**src/rtl/wb_unit.sv**
```systemverilog
// wb_unit: writeback unit selecting ALU/load/pc+4/imm results and driving a registered
// register-file write, with load alignment, sign/zero extension and a memory timeout.
module wb_unit #(
    parameter int CPU_WIDTH = 32,
    parameter int TIMEOUT   = 15
) (
    input  logic                 clk,
    input  logic                 rst_n,
    input  logic                 ex_valid,
    output logic                 ex_ready,
    input  logic                 ex_reg_wen,
    input  logic [4:0]           ex_rd_idx,
    input  logic [1:0]           ex_wb_sel,
    input  logic [CPU_WIDTH-1:0] ex_alu_res,
    input  logic [CPU_WIDTH-1:0] ex_imm,
    input  logic [CPU_WIDTH-1:0] ex_pc,
    input  logic [2:0]           ex_funct3,
    input  logic                 mem_rvalid,
    input  logic [CPU_WIDTH-1:0] mem_rdata,
    output logic                 reg_wen,
    output logic [4:0]           reg_waddr,
    output logic [CPU_WIDTH-1:0] reg_wdata,
    output logic                 misalign_err,
    output logic                 bus_err
);
    typedef enum logic {IDLE, WAIT_MEM} state_t;

    state_t state, state_n;
    logic [7:0] cnt;
    logic [4:0] rd_q;
    logic       wen_q;
    logic [2:0] f3_q;
    logic [1:0] a_q;

    logic                 accept, is_mem, mis, timeout_hit, load_wr, alu_wr;
    logic [7:0]           byte_v;
    logic [15:0]          half_v;
    logic [CPU_WIDTH-1:0] load_v, direct_v;

    assign ex_ready    = state == IDLE;
    assign accept      = ex_valid && ex_ready;
    assign is_mem      = ex_wb_sel == 2'd1;
    assign timeout_hit = state == WAIT_MEM && !mem_rvalid && cnt == 8'(TIMEOUT - 1);
    assign load_wr     = state == WAIT_MEM && mem_rvalid && wen_q && rd_q != 5'd0;
    assign alu_wr      = accept && !is_mem && ex_reg_wen && ex_rd_idx != 5'd0;

    always_comb begin
        mis = 1'b1;
        case (ex_funct3)
            3'b000, 3'b100: mis = 1'b0;
            3'b001, 3'b101: mis = ex_alu_res[0];
            3'b010:         mis = ex_alu_res[1:0] != 2'b00;
            default:        mis = 1'b1;
        endcase
    end

    assign direct_v = ex_wb_sel == 2'd0 ? ex_alu_res :
                      ex_wb_sel == 2'd2 ? ex_pc + CPU_WIDTH'(4) : ex_imm;

    // funct3[2] marks the unsigned loads, so it gates the extension bit
    assign byte_v = mem_rdata[{a_q, 3'b000} +: 8];
    assign half_v = mem_rdata[{a_q[1], 4'b0000} +: 16];
    assign load_v = f3_q[1:0] == 2'b00 ? {{(CPU_WIDTH-8){~f3_q[2] & byte_v[7]}}, byte_v} :
                    f3_q[1:0] == 2'b01 ? {{(CPU_WIDTH-16){~f3_q[2] & half_v[15]}}, half_v} :
                    mem_rdata;

    always_comb begin
        state_n = state;
        if (state == IDLE && accept && is_mem && !mis)
            state_n = WAIT_MEM;
        else if (state == WAIT_MEM && (mem_rvalid || timeout_hit))
            state_n = IDLE;
    end

    always_ff @(posedge clk or negedge rst_n) begin
        if (!rst_n) begin
            state        <= IDLE;
            cnt          <= '0;
            rd_q         <= '0;
            wen_q        <= 1'b0;
            f3_q         <= '0;
            a_q          <= '0;
            reg_wen      <= 1'b0;
            reg_waddr    <= '0;
            reg_wdata    <= '0;
            misalign_err <= 1'b0;
            bus_err      <= 1'b0;
        end else begin
            state        <= state_n;
            cnt          <= accept ? 8'd0 : state == WAIT_MEM ? cnt + 8'd1 : cnt;
            reg_wen      <= alu_wr || load_wr;
            misalign_err <= accept && is_mem && mis;
            bus_err      <= timeout_hit;
            if (accept && is_mem) begin
                rd_q  <= ex_rd_idx;
                wen_q <= ex_reg_wen;
                f3_q  <= ex_funct3;
                a_q   <= ex_alu_res[1:0];
            end
            if (alu_wr) begin
                reg_waddr <= ex_rd_idx;
                reg_wdata <= direct_v;
            end else if (load_wr) begin
                reg_waddr <= rd_q;
                reg_wdata <= load_v;
            end
        end
    end
endmodule

```
**config.mk**
```make
export PLATFORM = sky130hd
export DESIGN_NAME = wb_unit
export DESIGN_NICKNAME = d
export VERILOG_FILES = /design/src/rtl/wb_unit.sv
export SDC_FILE = /design/constraint.sdc
export NUM_CORES = 1
export LEC_CHECK = 0
export BUFFER_PORTS_ARGS = -buffer_cell sky130_fd_sc_hd__buf_2
export CORE_ASPECT_RATIO = 1.1
export CORE_UTILIZATION = 35
export CTS_CLUSTER_SIZE = 14
export DETAILED_ROUTE_END_ITERATION = 8
export GPL_TIMING_DRIVEN = 1
export PLACE_DENSITY = 0.65
export SLEW_MARGIN = 25
export SYNTH_ARGS = -nofsm -noshare
export SYNTH_HDL_FRONTEND = slang
export SYNTH_SLANG_ARGS = --single-unit
```
**constraint.sdc**
```tcl
create_clock -name clk -period 2.2 [get_ports clk]
set_clock_uncertainty 0.1 [all_clocks]
set_input_delay 0 -clock clk [delete_from_list [all_inputs] [get_ports clk]]
set_output_delay 0 -clock clk [all_outputs]
set_load 0.03 [all_outputs]
```
### Yosys cells after proc, flatten, opt, wreduce, memory -nomap -nowiden

Index checks and enable logic that the tools add are counted.

* register bits: 60
* bits of input ports: 143
* output and inout bits: 41
* logic and storage cells: 71

* add/sub/neg operators: 2
* equal/unequal tests: 8
* shift operators: 2
* muxes and demuxes: 13
* bitwise logic cells: 4
* reductions and logical operators: 31

Operators with widths (number)
* $mux 32: 6
* $add 32x3->32 const B: 1
* $shiftx 32x6->16: 1
* $shiftx 32x6->8: 1
* $mux 8: 2
* $logic_and 1x1->1: 15
* $mux 5: 2
* $reduce_bool 5->1: 2
* $add 8x1->8 const B: 1
* $eq 8x4->1 const B: 1
* $reduce_bool 2->1: 4
* $eq 3x3->1 const B: 2
* $eq 2x1->1 const B: 2
* $logic_not 2->1: 2
* $reduce_or 2->1: 2
* $eq 3x1->1 const B: 1
* $eq 3x2->1 const B: 1
* $logic_not 1->1: 3
* $logic_not 3->1: 1
* $pmux 1 s3: 1
* $and 1x1->1: 2
* $eq 2x2->1 const B: 1
* $logic_or 1x1->1: 2
* $mux 1: 2
* $not 1->1: 2

### Longest topological paths before layout

Gate-level depths: netlist of run 1.

* word-level depth: 7
* gate-level depth with buffers: 9
* mapped depth without buffers: 7

### Worst setup path before layout of run 1

Ideal clock, no wire load.

* path type: register to register
* start point: register a_q[0]
* end point: register reg_wdata[22]
* arrival time: 1973 ps
* required time: 1959 ps
* slack: -14 ps
* cell stages (with the launch flop): 8
* buffers on the path: 2
* cells stage by stage: dfrtp_1 > buf_2 > mux4_2 > nand2_1 > o21ai_1 > a311oi_2 > buf_4 > a221oi_1

* word-level cells in the longest chain between the ends: 5

Ends and longest elaborated chain
* from (decl): RTL line 33 `logic [1:0] a_q;`
* from (signal assigned): RTL line 98 `a_q <= ex_alu_res[1:0];`
* $shiftx 32x6->8: RTL line 61 `assign byte_v = mem_rdata[{a_q, 3'b000} +: 8];`
* $and 1x1->1: RTL line 63 `assign load_v = f3_q[1:0] == 2'b00 ? {{(CPU_WIDTH-8){~f3_q[2] & byte_v[7]}}, byte_v} :`
* $mux 32: RTL line 63
* $mux 32: RTL line 103 `end else if (load_wr) begin`
* $mux 32: RTL line 100 `if (alu_wr) begin`
* to (signal assigned): RTL line 102 `reg_wdata <= direct_v;`
* to (signal assigned): RTL line 105 `reg_wdata <= load_v;`
* to (decl): RTL line 22 `output logic [CPU_WIDTH-1:0] reg_wdata,`

Every way passes these cells. The select of a mux whose other input is x is not followed.
A chain may end at the register's enable or synchronous reset.

### Final worst setup path of run 1

* start point: input ex_rd_idx[4]
* end point: register reg_wdata[18]

* word-level cells in the longest chain between the ends: 3
* elaborated cells between the ends (all ways): 4

Ends and longest elaborated chain
* from (decl): RTL line 12 `input logic [4:0] ex_rd_idx,`
* $reduce_bool 5->1 (*): RTL line 45 `assign alu_wr = accept && !is_mem && ex_reg_wen && ex_rd_idx != 5'd0;`
* $logic_and 1x1->1 (*): RTL line 45
* $mux 32 / $reduce_bool 2->1 (equally long branches)

Every way passes the cells marked *; elsewhere a longest branch is shown, timed or not.

==> impl_metrics.ini, run 1 <==
[clocking]
max-clock-path-buffers = 2
clockRootBuffer = clkbuf_16
htree_levels = 3
cts.clk_slew.worst_paths_ps = 50
numCtsBuffers = 9
cts_setup_buffers = 0
cts.sinks = 60
worst_skew_pair.late_latency_ps = 320
cts_tree = yes

[synth]
synth_area_leader_cell = dfrtp_1
yosysWarnings = 0
synth_fp_nets = 642
synth_top_family_by_area = compound AO/OA/AOI/OAI gates
synth.distinct_cells = 59
synthAdderAreaFrac_pct = 0.860
yosysTopAreaCellShare_pct = 34.4
ys_ff_latch = 60
async_flop_share_pct = 100
synth-simple-area-share_pct = 19.7
muxShareOfSynthArea_pct = 8.31
synth_top_flop_cell = dfrtp_1
synthXorXnorAreaFrac_pct = 2.21
synth-compound-area-share_pct = 28.9
syn_area_per_cell_um2 = 8.80
syn_area_um2 = 4370
synth_edf_count = 0
ys_seq_area_share_pct = 34.4
syn_inst = 496
yosys-top-cells-area = dfrtp_1 (34%), a221oi_1 (8.0%), nor2_1 (4.6%)

[layout]
drive_above_1_share_pct = 35.1
final_cell_mix = buf_2 (183), dfrtp_1 (60), dlygate4sd3_1 (56)
final_area_um2 = 6390
final_cells = 890
finish.net_count = 876
area_growth_pct = 46.4
mostFrequentLayoutCell = buf_2

[run]
maxCapViolCount = 0

[route]
vias = 5231
antenna_left = 0
totalWireLength_um = 16500
drt_iter0_drc = 353
drt_pre_antenna_iters = 6
viasPerCell = 5.88
wire_per_inst_um = 18.5
drc_errors = 0

[floorplan]
core_area_um2 = 12100
die-height_um = 119
initial_utilization_pct = 36.1
ioPinCount = 184
fp-row-count = 42
fp.dieArea_um2 = 12900
die_x_um = 108

[global_route]
grt_usage_pct = 25.9
grt_use_met3_pct = 3.45
antenna_found_initial = 1
met2_usage_pct = 43.0
grt-ovfl-total = 0
grt_pass1_vias = 5160
use_met1_pct = 32.2
grt_max_degree = 44
top_usage_layer = met2
grt_first_pass_wirelength_um = 25800

[placed_design]
placed_area_um2 = 5480
io_buffer_count = 183
detailed_place_hpwl_um = 12500
gp_congestion = 0.920
placed_cells = 817

[timing]
drv_slew = 0
tightest_slew_ps = 580
whs_ps = -1.30
slew_headroom_pct = 60.3
setup-violations-final = 0
fmax_ghz = 0.466
report.final.hold_viol_count = 1
min_period_ps = 2150
period_share_pct = 97.5
finalSetupTns_ps = 0

[worst_setup_path]
required_ps = 2280
critical_path_class = primary input to register
cp_max_fo = 16
end_kind = register
cp-start-kind = primary input
worst_ep_arrival_time_ps = 2220

[status]
failed_checks = negative hold slack
status = finished with violations

[pwr]
power.total_mw = 4.80
p_leak_nw = 2.79
power_density_nw_per_um2 = 751
ir_drop_v = 0.000446

[min_path]
hold_path.class = primary input to register
## final timing paths
path / from / end / slack (ps) / cells past startpoint
min in group asynchronous: rst_n / reg_wen / 110 / 2
hold / removal: ex_imm[5] / reg_wdata[5] / -1 / 4
max in group asynchronous: rst_n / reg_wdata[7] / 1200 / 3
setup reg to reg: rd_q[2] / reg_wdata[15] / 70 / 6
hold reg to reg: reg_wdata[10] / reg_wdata[10] / 400 / 1
setup / recovery: ex_rd_idx[4] / reg_wdata[18] / 50 / 8
## metal layers
metal | up-vias | part of all wire (%)
met5 | - | 0
met4 | 0 | 4.8
met3 | 53 | 6.2
met2 | 268 | 49
met1 | 2498 | 40
li1 | 2412 | -
## where the power goes
group	total [mW]	switching, mW	internal (mW)
combinational	1.72	1.03	0.696
sequential	1.50	0.169	1.33
clock	1.58	0.479	1.10
total	4.80	1.67	3.13
## cells in the mapped netlist (3+ instances only)
| cell type | instances |
|---|---|
| dfrtp_1 | 60 |
| nor2_1 | 54 |
| nand2_1 | 49 |
| a221oi_1 | 40 |
| o21ai_0 | 29 |
| clkbuf_1 | 23 |
| inv_1 | 16 |
| nand3_1 | 14 |
| o22ai_1 | 13 |
| mux2_2 | 10 |
| nand4_1 | 10 |
| nor3_1 | 10 |
| nor4_1 | 10 |
| o31a_1 | 10 |
| a221o_1 | 9 |
| a22o_1 | 9 |
| buf_2 | 9 |
| xnor2_1 | 9 |
| a21oi_1 | 8 |
| a22oi_1 | 8 |
| mux4_2 | 8 |
| mux2i_1 | 7 |
| nor2b_1 | 7 |
| and3_1 | 5 |
| o21ai_1 | 5 |
| a2111oi_0 | 4 |
| a211oi_1 | 4 |
| a221oi_2 | 4 |
| or4_1 | 4 |
| and2_1 | 3 |
| buf_1 | 3 |
| ha_1 | 3 |
| nand2b_1 | 3 |
| o21a_1 | 3 |
## stage by stage
| stage | utilization (%) | setup slack [ps] | hold WS (ps) |
|---|---|---|---|
| detailed placement | 45.4 | -11.1 | -57.8 |
| floorplan | - | 37.8 | -396 |
| global route | 52.9 | -15.7 | 7.74 |
| global placement | 45.4 | 95.0 | -72.1 |
| finish | 52.9 | 54.4 | -1.30 |
| CTS | 52.8 | 40.1 | 2.09 |
## sequential cells by signal (all words and copies together) (netlist names)
name,cells
a_q,2
bus_err,1
cnt,8
f3_q,3
misalign_err,1
rd_q,5
reg_waddr,5
reg_wdata,32
reg_wen,1
state,1
wen_q,1
## critical path, cell delays in order
cell and delay [ps]:
dlygate4sd3_1 570, buf_2 160, or4_1 580, nor2_2 160, o21ai_1 120, a311oi_2 330, buf_12 200, a221oi_1 90
## cells by family (layout without fill, tap and decap cells)
logic type               count (synthesis)  after routing
multiplexers                            25             25
AO/OA/AOI/OAI                          162            162
buffers and inverters                   57            296
AND/OR/NAND/NOR                        178            178
flip-flops                              60             60
adder cells (fa/ha/maj)                  3              3
XOR/XNOR                                11             11
other                                    0              1
## area by class of cell
type | instances | area (um2)
Sequential cell | 60 | 1500
Inverter | 19 | 73.8
Clock inverter | 5 | 100
Timing Repair Buffer | 261 | 1650
Multi-Input combinational cell | 379 | 2630
Clock buffer | 11 | 233
Fill cell | 1119 | 5700
Antenna cell | 1 | 2.50
Tap cell | 154 | 193
## timing repair
action,4_1_cts,5_1_grt
gates resized for setup,1,5
hold buffers,56,0
pin swaps,0,1
endpoints found under the hold margin,75,0
endpoints found under the setup margin,2,23
cloned,0,0
(Power assumes the default switching activity.)
==> run 2, diff against run 1 <==
--- a/config.mk
+++ b/config.mk
@@ -12,6 +12,7 @@
 export DETAILED_ROUTE_END_ITERATION = 8
 export GPL_TIMING_DRIVEN = 1
 export PLACE_DENSITY = 0.65
+export SETUP_SLACK_MARGIN = 0.15
 export SLEW_MARGIN = 25
 export SYNTH_ARGS = -nofsm -noshare
 export SYNTH_HDL_FRONTEND = slang
==> impl_metrics.ini, run 2 (synthesis results as in run 1) <==
[status]
status = completed

[timing]
fin_ws_ps = 184
setup-violations-final = 0
whs_ps = 1.85
slew_headroom_pct = 58.5
finalSetupTns_ps = 0
fmax_ghz = 0.496
period_share_pct = 91.7
drv_slew = 0
report.final.hold_viol_count = 0
min_period_ps = 2020
rsz0062_at_grt = yes
tightest_slew_ps = 622

[route]
drt_pre_antenna_iters = 6
vias = 5220
antenna_left = 0
drc_errors = 0
drt_iter0_drc = 305
wire_per_inst_um = 18.7
viasPerCell = 5.84
totalWireLength_um = 16700

[run]
maxCapViolCount = 0

[layout]
drive_above_1_share_pct = 36.6
mostFrequentLayoutCell = buf_2
fill_cells = 1124
multi_input_area_um2 = 2700
finish.net_count = 879
top_regs = reg_wdata: 32 flops, cnt: 8 flops
area_growth_pct = 49.0
largest_reg_flops = 32
final-seq-area_um2 = 1500
regMostFlops = reg_wdata
finish.utilization_pct = 53.8
final_cell_mix = buf_2 (183), dfrtp_1 (59), dlygate4sd3_1 (58)

[worst_setup_path]
cp-start-kind = register
slowest_delay_ps = 550
worst_ep_arrival_time_ps = 2120
slowest_stage = or4_4
end_kind = register
required_ps = 2310
critical_path_class = register to register
crit_chain = or4_4, o2111ai_2, buf_4, a2111oi_0, a221o_1
cp_max_fo = 8

[clocking]
worst_skew_pair.late_latency_ps = 330
max-clock-path-buffers = 2
cts.clk_slew.worst_paths_ps = 60
numCtsBuffers = 9
cts_setup_buffers = 0
clockRootBuffer = clkbuf_16
cts_tree = yes
htree_levels = 3
cts.sinks = 60

[placed_design]
pre_cts_slack_ps = 113
io_buffer_count = 183
detailed_place_hpwl_um = 12700
gp_congestion = 0.864

[pwr]
ir_drop_v = 0.000378
p_leak_nw = 2.83
power_density_nw_per_um2 = 736

[floorplan]
initial_utilization_pct = 36.1
die-height_um = 119
core_area_um2 = 12100
fp.dieArea_um2 = 12900
fp-row-count = 42
die_x_um = 108
ioPinCount = 184

[min_path]
hold_path.class = primary input to register

[global_route]
grt-ovfl-total = 0
antenna_found_initial = 2
grt_first_pass_wirelength_um = 25500
grt_usage_pct = 25.9
grt_pass1_vias = 4989
grt_max_degree = 36
==> run 2: cell count changes in the layout (fill, tap and decap cells not counted), moves of 3 or more <==
cell       delta
buf_6         +5
buf_4         -4
a2111oi_0     -3
a2111oi_1     +3
==> run 2: final timing paths <==
path	start	endpoint	slack [ps]	cells after the start
max in group asynchronous	rst_n	a_q[1]	1260	3
min	ex_imm[8]	reg_wdata[8]	2	4
min reg2reg	cnt[7]	cnt[7]	390	1
max reg2reg	rd_q[2]	reg_wdata[2]	180	5
max	rd_q[2]	reg_wdata[2]	180	5
min in group asynchronous	rst_n	reg_waddr[1]	120	2
==> run 2: worst max-delay path, delay by kind of cell (launching register included) <==
kind,cells,cell delay [ps]
flip-flops,1,390
AO/OA/AOI/OAI,3,630
AND/OR/NAND/NOR,1,550
buffers and inverters,1,220
==> run 2: what timing repair did <==
| action | CTS | global route |
|---|---|---|
| cloned | 0 | 1 |
| hold buffers | 58 | 0 |
| hold endpoints to repair | 78 | 0 |
| pin swaps | 0 | 1 |
| resized for setup | 2 | 23 |
| endpoints found under the setup margin | 13 | 27 |
==> run 2: per-layer routing <==
| layer | up-vias | GRT usage [%] | share of wire [%] |
|---|---|---|---|
| met5 | - | 0 | 0 |
| met3 | 50 | 3.83 | 6.1 |
| met1 | 2514 | 32.3 | 41 |
| met2 | 249 | 42.5 | 49 |
| li1 | 2407 | - | - |
| met4 | 0 | 14.0 | 4.3 |
==> run 2: through the flow <==
step	cells	power (mW)	cell area, um2
global placement	817	3.11	5500
finish	894	4.78	6500
detailed placement	817	3.14	5500
global route	894	5.01	6500
floorplan	496	2.53	4400
CTS	891	4.76	6410
==> run 2: layout make-up <==
type                       instances  share of cell area [%]
inverter                          19                    1.23
sequential                        60                    23.1
antenna                            2                  0.0770
clock inverter                     6                    1.33
clock buffer                      10                    3.68
multi-input combinational        379                    41.5
timing repair buffer             264                    26.1
tap                              154                    2.96
==> run 2: power by group <==
part           switching, mW  internal (mW)  total, mW  leakage (nW)
combinational           1.04          0.710       1.75          1.95
sequential             0.173           1.33       1.50         0.727
clock                  0.509           1.02       1.53         0.159
